`src/rtl/decoder_hold.sv`:
```
// rtl/decoder_hold.sv - sequential binary-to-one-hot decoder with fixed dwell time
module decoder_hold #(
    parameter int IN_W        = 3,
    parameter int HOLD_CYCLES = 100,
    parameter int CNT_W       = 16
) (
    input  logic                 clk,
    input  logic                 rst,
    input  logic                 in_valid,
    output logic                 in_ready,
    input  logic [IN_W-1:0]      in_code,
    output logic [2**IN_W-1:0]   out_onehot,
    output logic                 out_valid,
    output logic                 busy,
    output logic [CNT_W-1:0]     decode_cnt
);
    localparam int OUT_W  = 2**IN_W;
    localparam int HOLD_W = 16;

    typedef enum logic {IDLE, HOLD} state_t;

    state_t              state, state_n;
    logic [HOLD_W-1:0]   hold_cnt, hold_cnt_n;
    logic [OUT_W-1:0]    onehot_n;
    logic                valid_n;
    logic                busy_n;
    logic [CNT_W-1:0]    cnt_n;
    logic                accept;

    // Ready depends on registered state only, so the final hold cycle can take a new code.
    assign in_ready = (state == IDLE) || (state == HOLD && hold_cnt == '0);
    assign accept   = in_valid && in_ready;

    always_comb begin
        state_n    = state;
        hold_cnt_n = hold_cnt;
        onehot_n   = out_onehot;
        valid_n    = out_valid;
        busy_n     = busy;
        cnt_n      = decode_cnt;
        if (accept) begin
            state_n    = HOLD;
            hold_cnt_n = HOLD_W'(HOLD_CYCLES - 1);
            onehot_n   = OUT_W'(1) << in_code;
            valid_n    = 1'b1;
            busy_n     = 1'b1;
            if (decode_cnt != '1) begin
                cnt_n = decode_cnt + CNT_W'(1);
            end
        end else if (state == HOLD) begin
            if (hold_cnt != '0) begin
                hold_cnt_n = hold_cnt - HOLD_W'(1);
            end else begin
                state_n  = IDLE;
                onehot_n = '0;
                valid_n  = 1'b0;
                busy_n   = 1'b0;
            end
        end
    end

    always_ff @(posedge clk) begin
        if (rst) begin
            state      <= IDLE;
            hold_cnt   <= '0;
            out_onehot <= '0;
            out_valid  <= 1'b0;
            busy       <= 1'b0;
            decode_cnt <= '0;
        end else begin
            state      <= state_n;
            hold_cnt   <= hold_cnt_n;
            out_onehot <= onehot_n;
            out_valid  <= valid_n;
            busy       <= busy_n;
            decode_cnt <= cnt_n;
        end
    end
endmodule

```
`config.mk`:
```
export PLATFORM = sky130hd
export DESIGN_NAME = decoder_hold
export DESIGN_NICKNAME = d
export VERILOG_FILES = /design/src/rtl/decoder_hold.sv
export SDC_FILE = /design/constraint.sdc
export NUM_CORES = 1
export LEC_CHECK = 0
export ABC_AREA = 1
export ABC_CLOCK_PERIOD_IN_PS = 2080
export CORE_MARGIN = 2
export CORE_UTILIZATION = 30
export DETAILED_ROUTE_END_ITERATION = 12
export GPL_TIMING_DRIVEN = 0
export HOLD_SLACK_MARGIN = 0.02
export PLACE_DENSITY = 0.57
export SYNTH_ARGS = -nofsm -noshare
export SYNTH_HDL_FRONTEND = slang
export SYNTH_SLANG_ARGS = --single-unit
```
`constraint.sdc`:
```
create_clock -name clk -period 2.08 [get_ports clk]
set_clock_uncertainty 0.05 [all_clocks]
set_input_delay 0.208 -clock clk [delete_from_list [all_inputs] [get_ports clk]]
set_output_delay 0.208 -clock clk [all_outputs]
set_load 0.01 [all_outputs]
```
==> metrics.txt <==
status=finished clean; num rows=32; DR vias=roughly 2300; Final Cycle Share=91.19%; die height=between 90 and 100 um; Final Max Slew Viols=0; Syn Nets=364; Hold Path Class=input port to flop; WHS Endpoint=decode_cnt[1]; post-synthesis mux area share=0%; Reg power frac=approximately 41%; adder and majority gate portion of the synthesized area=1.052%; fraction of layout cells with a size suffix above 1=under 10%; Cell Int Power=around 0.0015 W; unrepaired setup endpoints after global routing=no; Total Power=~0.0021 W; Max Fanout on Critical Path=10; post-synthesis xor/xnor area fraction=approximately 4.8%; Initial Util=a little under a third; combinational share of power=~22%; Mapped Area=about 2400 um^2; Iter 0 DRT Violations=73; #FFs+latches synth=42; r2r worst-path depth=7; CP Class=flop to output pin; most common cell after layout, fill and taps aside=nand2_1; highest clock rate=527.2 MHz; drt wl/cell=11.48 um; synth-to-layout area growth=24.57%; Sw Ratio=between 20 and 30%; Post-synth top flop=dfxtp_1; CTS tree=done; die width=approximately 93 um; Crit. Startpoint=hold_cnt[0]; register clock-pin slew on the reported worst setup and hold paths=about 90 ps; EDFF count, synth=0; clk_lat worst skew=about 290 ps; Worst EP required=about 1800 ps; via density per instance=roughly 4.7; crit start category=flop; CORE AREA=just under 8000 um^2; Max VDD drop=around 340 uV; Synth Area in Simple Gates=roughly 40%; largest family of logic cells by synthesized area=simple AND/OR/NAND/NOR gates; CTS hold repair buffers=0; Tightest Pin Transition=~520 ps; drt pass-1 iters=4; sequential-to-total area share from yosys stat=a little over a third; first-pass GRT wire length=9942 um; initial antenna violation count=0; gpl congestion=roughly 0.86; Slowest cell on crit path=dfxtp_1; hold slack=between 200 and 300 ps; clock sinks=42; cell chain of the critical path=inv_2, ha_2, nand2_2, nor2_4, nand2_4, nand2_4, buf_6, clkbuf_2; Syn Area/Cell=6.681 um^2; CTS buffer count=5; worst path bufs/invs=3; worst flop-to-flop path startpoint=decode_cnt[0]; post-synth top area cell=dfxtp_1; worst r2r dst=decode_cnt[11]; Reg2Reg Setup Slack=280 ps; number of fill cells in the layout=850; fraction of registers with async set or reset after synthesis=0%; Synth Instances=around 360; Worst Min Path Start=rst; largest net degree at the start of global routing=15; final period demand of the worst path=about 1900 ps; Inst Count DP=between 400 and 500; Max stage delay on crit path=between 300 and 400 ps; # port buffers=30; Synth cell types=29; post-layout util=between 30 and 40%; DRC Markers=0; GRT Util Overall=between 10% and 20%; Worst Path Arrival=between 1500 and 2000 ps; highest-count cells in the layout ignoring fill and taps=nand2_1, nor2_1, dfxtp_1; Yosys warning count=0; die area=8656 um^2; Net Switching=0.0006151 W; Finished Layout Cells=a little under 500; Synth top area share=a little over a third; Routed Antenna Nets=0; Crit path max-delay family=simple AND/OR/NAND/NOR gates; final net count=about 400; max_cap viols=0; total wire length=approximately 5700 um; ant diodes=0; GR Overflow Total=0; Setup crit end kind=output pin; DPL Wire Length=around 4200 um; Crit path top cell by count=nand2_4; clk buf depth=2; vias in the first global route=2131; final hold vios=0; static leakage=1.153 nW; Rel. slew slack=between 60% and 70%; clk root buf=clkbuf_8; Hold Path Stages=2; final setup fails=0; Synth Area in Compound Gates=a little over a tenth; clock power share=a little under two fifths; synth top area cells=dfxtp_1, nand2_1, a21oi_1, nand3_1, nor2_1; TNS Setup=0 ps; power density over cell area=716.5 nW/um^2; IO Pins=33; H-tree Lvls=2
## cells in the mapped netlist (2+ instances only)
library cell / n
nand2_2: 2
nand2_1: 102
clkbuf_1: 4
a21oi_1: 38
nor2_1: 43
ha_1: 2
o21ai_0: 9
buf_4: 5
xor2_1: 5
o21bai_1: 2
buf_2: 2
inv_1: 27
nand3b_1: 4
xnor2_1: 8
nor2_4: 2
nand4_1: 10
nand3_1: 38
dfxtp_1: 42
## state kept, by name, summed over array words and instances (netlist names)
signal,count
busy,1
out_onehot,8
hold_cnt,16
decode_cnt,16
state,1
## per-stage QoR
stage          area, um^2  worst slack [ps]
3_5_place_dp         2806            -177.9
2_1_floorplan        2379             466.8
6_report             2963             183.3
4_1_cts              2964             21.90
5_1_grt              2963             47.09
3_3_place_gp         2806            -164.5
## worst max-delay path by stage
stage / to / slack (ps) / depth (start not counted)
after CTS: in_ready / 20 / 8
after detailed placement: in_ready / -180 / 8
final: in_ready / 180 / 8
after global placement: in_ready / -160 / 8
after global routing: in_ready / 50 / 8
after floorplan: decode_cnt[11] / 470 / 10
## timing repair
item,CTS,global route
endpoints found under the hold margin,0,0
setup endpoints to repair,1,1
pin swaps,1,0
setup buffers,1,0
resized for setup,6,3
## metal layers
layer	vias to the layer above	wire length [um]	global-route usage [%]	part of all wire [%]
met4	0	63	5.147	1.1
met2	36	2593	23.25	45
met1	1040	2877	18.23	50
met3	5	169	2.981	3.0
met5	-	0	0	0
li1	1234	-	-	-
## power groups by stage
stage	clock network (W)	registers [W]	logic, W
after detailed placement	0	0.000896	0.000456
after global routing	0.000842	0.000884	0.000534
after floorplan	0	0.000891	0.000340
final	0.000779	0.000878	0.000466
after CTS	0.000816	0.000878	0.000470
after global placement	0	0.000894	0.000456
## area by class of cell
class	count	area (um^2)	share of cell area [%]
Multi-Input combinational cell	274	1369	46.20
Clock inverter	3	68.82	2.323
Buffer	13	83.83	2.829
Inverter	27	101.3	3.421
Tap cell	102	127.6	4.307
Timing Repair Buffer	31	302.8	10.22
Sequential cell	42	840.8	28.38
Clock buffer	5	68.82	2.323
## logic make-up (layout without fill, tap and decap cells)
| family | Yosys count | count (layout) |
|---|---|---|
| and+or+nand+nor | 209 | 209 |
| DFF | 42 | 42 |
| AOI/OAI and AO/OA | 50 | 50 |
| buffers and inverters | 40 | 79 |
| xor gates and xnor gates | 13 | 13 |
| adders and majority gates | 2 | 2 |
No activity file was read; power rests on OpenSTA's default activity.
